**src/rtl/wide_alu_pkg.sv**
```systemverilog
// -----------------------------------------------------------------------------
// wide_alu_pkg
//
// Purpose: shared types and helpers for the wide_alu block.
//   - op_e     : 3-bit opcode encodings
//   - state_e  : control FSM states (idle / multiply in flight)
//   - is_reserved() : opcode legality check; it follows the optional
//                     subtract feature selected by the WIDE_ALU_SUB_EN macro
//   - cnt_bits()    : width of the multiply down-counter
//
// Configuration macro: WIDE_ALU_SUB_EN (when defined, opcode 101 is subtract;
// otherwise it is reserved).
// -----------------------------------------------------------------------------
package wide_alu_pkg;

  localparam int OP_W = 3;

  typedef enum logic [OP_W-1:0] {
    OP_NOP = 3'b000,
    OP_ADD = 3'b001,
    OP_AND = 3'b010,
    OP_XOR = 3'b011,
    OP_MUL = 3'b100,
    OP_SUB = 3'b101
  } op_e;

  typedef enum logic {
    ST_IDLE = 1'b0,
    ST_MUL  = 1'b1
  } state_e;

  // Returns 1 for any opcode the current build does not implement.
  function automatic logic is_reserved(input logic [OP_W-1:0] code);
    logic rsv;
    case (code)
      OP_NOP, OP_ADD, OP_AND, OP_XOR, OP_MUL: rsv = 1'b0;
`ifdef WIDE_ALU_SUB_EN
      OP_SUB:                                 rsv = 1'b0;
`endif
      default:                                rsv = 1'b1;
    endcase
    return rsv;
  endfunction

  // Bits needed to hold the value cycles-1 (cycles is at least 2).
  function automatic int cnt_bits(input int cycles);
    int w;
    w = $clog2(cycles);
    if (w < 1) w = 1;
    return w;
  endfunction

endpackage

```
**src/rtl/wide_alu_mul.sv**
```systemverilog
// -----------------------------------------------------------------------------
// wide_alu_mul
//
// Purpose: multi-cycle unsigned multiplier used by wide_alu. Operands are
// latched on start, a down-counter times the operation, and the product is
// held in a register so the multiplier array has a full clock (or more) to
// settle before the top level samples it.
//
// Parameters:
//   WIDTH      operand width
//   MUL_CYCLES clocks from the start edge to the edge at which the top level
//              registers the product
//
// Ports:
//   clk      in   clock
//   reset_n  in   asynchronous active-low reset
//   start    in   load operands and begin a multiply (ignored by the caller
//                 unless the unit is free or finishing)
//   a, b     in   operands, sampled only when start is high
//   done     out  high during the last cycle of a multiply; product is valid
//                 and the caller registers it at the next rising edge
//   product  out  registered 2*WIDTH unsigned product
// -----------------------------------------------------------------------------
module wide_alu_mul
  import wide_alu_pkg::*;
#(
  parameter int WIDTH      = 8,
  parameter int MUL_CYCLES = 3
) (
  input  logic               clk,
  input  logic               reset_n,
  input  logic               start,
  input  logic [WIDTH-1:0]   a,
  input  logic [WIDTH-1:0]   b,
  output logic               done,
  output logic [2*WIDTH-1:0] product
);

  localparam int RW = 2 * WIDTH;
  localparam int CW = cnt_bits(MUL_CYCLES);
  localparam logic [CW-1:0] CNT_LOAD = CW'(MUL_CYCLES - 1);

  logic [WIDTH-1:0] a_reg;
  logic [WIDTH-1:0] b_reg;
  logic [CW-1:0]    cnt_reg;
  logic             run_reg;
  logic [RW-1:0]    product_reg;

  always_ff @(posedge clk or negedge reset_n) begin
    if (!reset_n) begin
      a_reg       <= '0;
      b_reg       <= '0;
      cnt_reg     <= '0;
      run_reg     <= 1'b0;
      product_reg <= '0;
    end else begin
      if (start) begin
        a_reg   <= a;
        b_reg   <= b;
        cnt_reg <= CNT_LOAD;
        run_reg <= 1'b1;
      end else if (run_reg) begin
        if (cnt_reg == '0) begin
          run_reg <= 1'b0;
        end else begin
          cnt_reg <= cnt_reg - 1'b1;
        end
      end
      // Recomputed every running cycle from the latched operands; it is
      // stable from the first edge after start, long before done.
      if (run_reg) begin
        product_reg <= RW'(a_reg) * RW'(b_reg);
      end
    end
  end

  assign done    = run_reg && (cnt_reg == '0);
  assign product = product_reg;

endmodule

```
**src/rtl/wide_alu.sv**
```systemverilog
// -----------------------------------------------------------------------------
// wide_alu
//
// Purpose: parametrised ALU with a start/done handshake. add/and/xor (and
// optionally sub) complete in one clock; mul runs in wide_alu_mul for
// MUL_CYCLES clocks while busy blocks new requests. All results are
// zero-extended to 2*WIDTH bits.
//
// Configuration macro: WIDE_ALU_SUB_EN -- when defined, opcode 101 is a
// single-cycle subtract (2*WIDTH two's complement of A-B); otherwise 101 is
// reserved and reports err.
//
// Parameters:
//   WIDTH      operand width (>= 2)
//   MUL_CYCLES multiply latency, start edge to done edge (>= 2)
//
// Ports:
//   clk      in   clock, rising edge
//   reset_n  in   asynchronous active-low reset
//   A, B     in   operands, sampled on an accepted start
//   op       in   opcode, sampled on an accepted start
//   start    in   request; accepted when high at a rising edge with busy low
//   done     out  one-cycle completion pulse per accepted request
//   result   out  2*WIDTH result, held between completions
//   busy     out  high while a multiply is in flight
//   err      out  pulses with done when the accepted opcode was reserved
// -----------------------------------------------------------------------------
module wide_alu
  import wide_alu_pkg::*;
#(
  parameter int WIDTH      = 8,
  parameter int MUL_CYCLES = 3
) (
  input  logic               clk,
  input  logic               reset_n,
  input  logic [WIDTH-1:0]   A,
  input  logic [WIDTH-1:0]   B,
  input  logic [OP_W-1:0]    op,
  input  logic               start,
  output logic               done,
  output logic [2*WIDTH-1:0] result,
  output logic               busy,
  output logic               err
);

  localparam int RW = 2 * WIDTH;

  state_e          state_reg;
  logic            done_reg;
  logic            err_reg;
  logic [RW-1:0]   result_reg;

  // One-deep holding slot for a single-cycle result whose completion edge is
  // already taken by a finishing multiply (see output stage below).
  logic            pend_valid_reg;
  logic            pend_err_reg;
  logic            pend_keep_reg;
  logic [RW-1:0]   pend_result_reg;

  logic            mul_done;
  logic [RW-1:0]   mul_product;
  logic            mul_last;
  logic            accept;
  logic            mul_start;
  logic            sc_valid;
  logic [RW-1:0]   sc_result;
  logic            sc_err;
  logic            sc_keep;

  // ---------------------------------------------------------------------------
  // Handshake
  // ---------------------------------------------------------------------------
  // busy drops in the final multiply cycle so a new request can be accepted on
  // the same edge that retires the product.
  assign mul_last  = (state_reg == ST_MUL) && mul_done;
  assign busy      = (state_reg == ST_MUL) && !mul_done;
  assign accept    = start && !busy;
  assign mul_start = accept && (op == OP_MUL);
  assign sc_valid  = accept && (op != OP_MUL);

  // ---------------------------------------------------------------------------
  // Multiplier
  // ---------------------------------------------------------------------------
  wide_alu_mul #(
    .WIDTH      (WIDTH),
    .MUL_CYCLES (MUL_CYCLES)
  ) u_mul (
    .clk     (clk),
    .reset_n (reset_n),
    .start   (mul_start),
    .a       (A),
    .b       (B),
    .done    (mul_done),
    .product (mul_product)
  );

  // ---------------------------------------------------------------------------
  // Single-cycle datapath, evaluated on the live operands
  // ---------------------------------------------------------------------------
  always_comb begin
    sc_result = '0;
    sc_err    = 1'b0;
    sc_keep   = 1'b0;
    if (is_reserved(op)) begin
      sc_err = 1'b1;
    end else begin
      case (op)
        OP_NOP: sc_keep   = 1'b1;
        OP_ADD: sc_result = RW'(A) + RW'(B);
        OP_AND: sc_result = RW'(A & B);
        OP_XOR: sc_result = RW'(A ^ B);
`ifdef WIDE_ALU_SUB_EN
        OP_SUB: sc_result = RW'(A) - RW'(B);
`endif
        default: sc_result = '0;
      endcase
    end
  end

  // ---------------------------------------------------------------------------
  // FSM and output register
  // ---------------------------------------------------------------------------
  // A single-cycle request accepted on the edge that retires a multiply cannot
  // share that completion: the product is reported first and the single-cycle
  // result follows one edge later from the holding slot. While the slot is
  // occupied, newly accepted single-cycle requests queue behind it in order,
  // so done stays high and no completion is lost; the slot drains on the first
  // edge without a new single-cycle request.
  always_ff @(posedge clk or negedge reset_n) begin
    if (!reset_n) begin
      state_reg       <= ST_IDLE;
      done_reg        <= 1'b0;
      err_reg         <= 1'b0;
      result_reg      <= '0;
      pend_valid_reg  <= 1'b0;
      pend_err_reg    <= 1'b0;
      pend_keep_reg   <= 1'b0;
      pend_result_reg <= '0;
    end else begin
      case (state_reg)
        ST_IDLE: begin
          if (mul_start) state_reg <= ST_MUL;
        end
        ST_MUL: begin
          if (mul_done) state_reg <= mul_start ? ST_MUL : ST_IDLE;
        end
        default: state_reg <= ST_IDLE;
      endcase

      done_reg <= 1'b0;
      err_reg  <= 1'b0;

      if (mul_last) begin
        done_reg        <= 1'b1;
        result_reg      <= mul_product;
        pend_valid_reg  <= sc_valid;
        pend_err_reg    <= sc_err;
        pend_keep_reg   <= sc_keep;
        pend_result_reg <= sc_result;
      end else if (pend_valid_reg) begin
        done_reg        <= 1'b1;
        err_reg         <= pend_err_reg;
        if (!pend_keep_reg) result_reg <= pend_result_reg;
        pend_valid_reg  <= sc_valid;
        pend_err_reg    <= sc_err;
        pend_keep_reg   <= sc_keep;
        pend_result_reg <= sc_result;
      end else if (sc_valid) begin
        done_reg <= 1'b1;
        err_reg  <= sc_err;
        // no_op leaves result untouched; reserved opcodes load zero.
        if (!sc_keep) result_reg <= sc_result;
      end
    end
  end

  assign done   = done_reg;
  assign err    = err_reg;
  assign result = result_reg;

endmodule

```
**config.mk**
```make
export PLATFORM = sky130hd
export DESIGN_NAME = wide_alu
export DESIGN_NICKNAME = d
export VERILOG_FILES = /design/src/rtl/wide_alu_pkg.sv /design/src/rtl/wide_alu_mul.sv /design/src/rtl/wide_alu.sv
export SDC_FILE = /design/constraint.sdc
export NUM_CORES = 1
export LEC_CHECK = 0
export ABC_CLOCK_PERIOD_IN_PS = 11300
export CAP_MARGIN = 20
export CORE_MARGIN = 2
export CORE_UTILIZATION = 60
export CTS_CLUSTER_SIZE = 8
export DETAILED_ROUTE_END_ITERATION = 10
export PLACE_DENSITY_LB_ADDON = 0.2
export SETUP_SLACK_MARGIN = 0.15
export SKIP_CTS_REPAIR_TIMING = 1
export SLEW_MARGIN = 20
export SYNTH_ARGS = -nofsm -noshare
export SYNTH_HDL_FRONTEND = slang
export SYNTH_SLANG_ARGS = --single-unit
```
**constraint.sdc**
```tcl
create_clock -name clk -period 11.3 [get_ports clk]
set_clock_uncertainty 0.2 [all_clocks]
set_input_delay 1.695 -clock clk [delete_from_list [all_inputs] [get_ports clk]]
set_output_delay 1.695 -clock clk [all_outputs]
set_load 0.005 [all_outputs]
```
# Word-level counts from Yosys, hierarchy flattened
# Index checks and enable logic that the tools add are counted.
# classes
add_sub_neg	2
multipliers	1
eq_ne	8
n_mux	33
n_bitwise	3
n_reduce_logical	16
# ops
operator	n
16-bit 2-to-1 mux	7
9-bit one-hot mux with 3 select lines	1
1-bit 2-to-1 mux	20
8-bit by 8-bit multiplier with 16-bit output	1
8-bit by 8-bit adder with 9-bit output	1
9-bit 2-to-1 mux	1
8-bit bitwise AND	1
8-bit XOR	1
3-bit by 2-bit == test with 1-bit output, second input constant	2
1-bit logical AND	6
2-bit 2-to-1 mux	3
3-bit != test, second input constant	2
5-bit OR reduction	1
2-bit nonzero test	2
3-bit by 1-bit == test with 1-bit output, second input constant	1
3-bit == test, second input constant	1
3-bit logical NOT	1
3-bit by 2-bit != test with 1-bit output, second input constant	1
3-bit AND reduction	1
3-bit nonzero test	1
1-bit logical NOT	2
2-bit logical NOT	1
2-bit != test, second input constant	1
1-bit one-hot mux with 2 select lines	1
3 further kinds	3
# totals
reg_bits	73
in_bits	22
output_inout_bits	19
wordCells	76

# Logic depth before layout (Yosys ltp)
# depth
word_depth	10
ltp_mapped	16
ltp_nobuf	15

# Modules after synthesis
# Synthesis repeated with hierarchy kept, for this count alone.
# hier_totals
cells_unflattened	561
area_unflattened_um2	5430.2
# modules_own_cells
mod	instances	cells_each	area_per_inst_um2	seq_area_each_um2
wide_alu_mul	1	330	3432.0	875.8
wide_alu	1	231	1998.2	775.7

# Worst setup path after synthesis
# Ideal clock, no wire load.
# synth_path
path_type	flip-flop to flip-flop
start	reg u_mul.b_reg[7]
end	reg u_mul.product_reg[15], in the netlist u_mul.product[15]
arrival_time_ns	4.040
setup_slack_ns	6.990
stages_incl_launch_ff	15
n_path_buf	1
period_less_slack_ns	4.310
path_cell_list	dfrtp_1 -> and2_1 -> fa_1 -> fa_1 -> fa_1 -> inv_1 -> fa_1 -> inv_1 -> ha_1 -> clkbuf_1 -> o21a_1 -> o211ai_1 -> a2111oi_0 -> o21ai_0 -> nand3_1
# synth_between
elab_chain_len	1
# synth_lines
element	line	text
start, declared	wide_alu_mul.sv:44	logic [WIDTH-1:0] b_reg;
start signal, assigned	wide_alu_mul.sv:52	b_reg <= '0;
start signal, assigned	wide_alu_mul.sv:59	b_reg <= b;
8-bit by 8-bit multiplier with 16-bit output	wide_alu_mul.sv:72	product_reg <= RW'(a_reg) * RW'(b_reg);
end signal, assigned	wide_alu_mul.sv:72	
end, declared	wide_alu_mul.sv:47	logic [RW-1:0] product_reg;
# Every way passes these cells.
# A chain may end at the register's enable or synchronous reset.

# Worst setup path after layout
# Ends and elaborated chain as after synthesis.

==> flow_metrics.tcl <==
set metrics [dict create \
    clkSinkCount 66 \
    htree_num_levels 3 \
    cp_data_arrival_time_ns 4.67 \
    drt_first_pass_iters 4 \
    slew_headroom 0.346 \
    ys_types 62 \
    rsz0062_at_grt "no" \
    synth_nets 658 \
    yosys_warnings 0 \
    dieArea_sq_um 9810 \
    antenna_found_initial 0 \
    start_kind "flip-flop" \
    clk_path_buf_depth 2 \
    pin_count 41 \
    dpl.hpwl_microns 9310 \
    place_congestion 0.840 \
    seq_area_sq_um 1650 \
    fin_ws_ns 6.71 \
    hold_viol_final 0 \
    grt.met3_usage 0.0461 \
    worst-endpoint-required_ns 11.38 \
    status "complete, no violations" \
    critical_path_class "reg -> reg" \
    hold_class "reg -> reg" \
    fill_cells 674 \
    reg2regPathDepth 13 \
    rows 34 \
    vias 4241 \
    synth-seq-area-share 0.305 \
    cts_root_buffer "clkbuf_8" \
    setup_tns_ns 0 \
    finalSetupViolCount 0 \
    final.period_utilization 0.406 \
    synth-main-ff-cell "dfrtp_1" \
    area_growth_pct 12.0 \
    die_h_microns 99.0 \
    cap_violations 0 \
    finalCriticalPeriod_ns 4.59 \
    syn_avg_cell_area_sq_um 9.78 \
    use_met1 0.363 \
    postSynthCellCount 554 \
    die_x_microns 99.0 \
    busiest_layer "met2" \
    avgRoutedWirePerCell_microns 17.2 \
    start_util 0.622 \
    cts_tree "built" \
    core-area_sq_um 8720 \
    synth_area_sq_um 5420 \
    synthArstFlopShare 1.00 \
    synth_edf_count 0 \
    portBuffers 40 \
    end_kind "flip-flop" \
    min_path_cells 2 \
    nNetsFinal 690 \
    vias_per_cell 6.07 \
    cts_made_buffers 9 \
    grt_overflow 0 \
    clock_latency_ns 0.34 \
    crit_fanout 9 \
    final_cell_mix "66 x dfrtp_1, 64 x inv_1, 53 x and2_1, 48 x nand2_1, 45 x ha_1" \
    ys_ff_latch 66 \
    drt_wl_total_microns 12000 \
    finalMaxSlewViolations 0 \
    final_common_cell "dfrtp_1" \
    drcViolationCount 0 \
    final_core_util 0.696 \
    place_ws_ns 6.49 \
    drt_iter0_markers 216 \
    drive_gt1_frac 0.0778 \
    grt_util_met2 0.447 \
    clk_transition_reported_paths_ns 0.07 \
    grt_pass1_wl_microns 20900 \
    grt_pass1_vias 4346 \
    multi_input_area_sq_um 3420 \
    diodes 0 \
    grt_max_degree 67 \
    tightest_slew_ns 0.978 \
    grt_usage 0.266 \
    max_freq_mhz 218 \
    postRouteAntennaNets 0 \
]
==> per-stage QoR <==
stage	std cells	cell area, sq um	hold slack [ns]
2_1_floorplan	554	5420	0.238
3_3_place_gp	683	5850	0.253
3_5_place_dp	683	5850	0.262
4_1_cts	699	6070	0.277
5_1_grt	699	6070	0.307
6_report	699	6070	0.275
==> cells in the mapped netlist (all sizes together) (8+ instances only) <==
cell,number,share of area
a22o,9,0.015
nand3,11,0.010
nand2,49,0.034
buf,13,0.014
fa,37,0.14
ha,45,0.10
o21a,8,0.011
a21o,11,0.015
and2,53,0.061
o21ai,18,0.017
dfrtp,66,0.30
inv,65,0.045
mux2,25,0.052
a21oi,13,0.012
nor2,22,0.016
==> worst max-delay path, cell delays in order (launching register included) <==
cell	delay, ns
dfrtp_1	0.48
and2_1	0.22
fa_1	0.51
fa_1	0.51
fa_1	0.55
inv_1	0.07
fa_1	0.55
inv_1	0.05
ha_1	0.41
o21a_1	0.14
o211ai_1	0.14
a2111oi_0	0.43
o21ai_0	0.15
nand3_1	0.10
==> cells by family after synthesis <==
group                      share of synthesized area
xor gates and xnor gates                      0.0129
muxes                                         0.0612
and+or+nand+nor                                0.166
adders and majority gates                      0.241
DFF                                            0.305
buffers and inverters                         0.0651
AOI/OAI and AO/OA                              0.150
==> routing by layer <==
metal / up-vias / part of all wire
met1: 2101 / 0.45
met3: 23 / 0.047
met4: 0 / 0.015
met5: - / 0
li1: 1984 / -
met2: 133 / 0.49
==> cell type report <==
| class | instances | area share |
|---|---|---|
| tap | 108 | 0.0223 |
| clock inverter | 5 | 0.0128 |
| sequential | 66 | 0.272 |
| timing repair buffer | 41 | 0.0664 |
| clock buffer | 11 | 0.0233 |
| multi-input combinational | 402 | 0.563 |
| inverter | 66 | 0.0408 |
==> final timing paths <==
kind,start,endpoint,slack (ns)
setup / recovery,u_mul.b_reg[7]$_DFFE_PN0P_,u_mul.product[15]$_DFFE_PN0P_,6.71
hold / removal,pend_result_reg[2]$_DFFE_PN0N_,pend_result_reg[2]$_DFFE_PN0N_,0.27
hold reg to reg,pend_result_reg[2]$_DFFE_PN0N_,pend_result_reg[2]$_DFFE_PN0N_,0.27
min in group asynchronous,reset_n,u_mul.product[15]$_DFFE_PN0P_,1.31
max in group asynchronous,reset_n,u_mul.cnt_reg[1]$_DFFE_PN0P_,9.04
setup reg to reg,u_mul.b_reg[7]$_DFFE_PN0P_,u_mul.product[15]$_DFFE_PN0P_,6.71
Power is left out: the tool's default activity adds up to more than one toggle a clock period on the data nets, which glitch-free logic cannot reach.
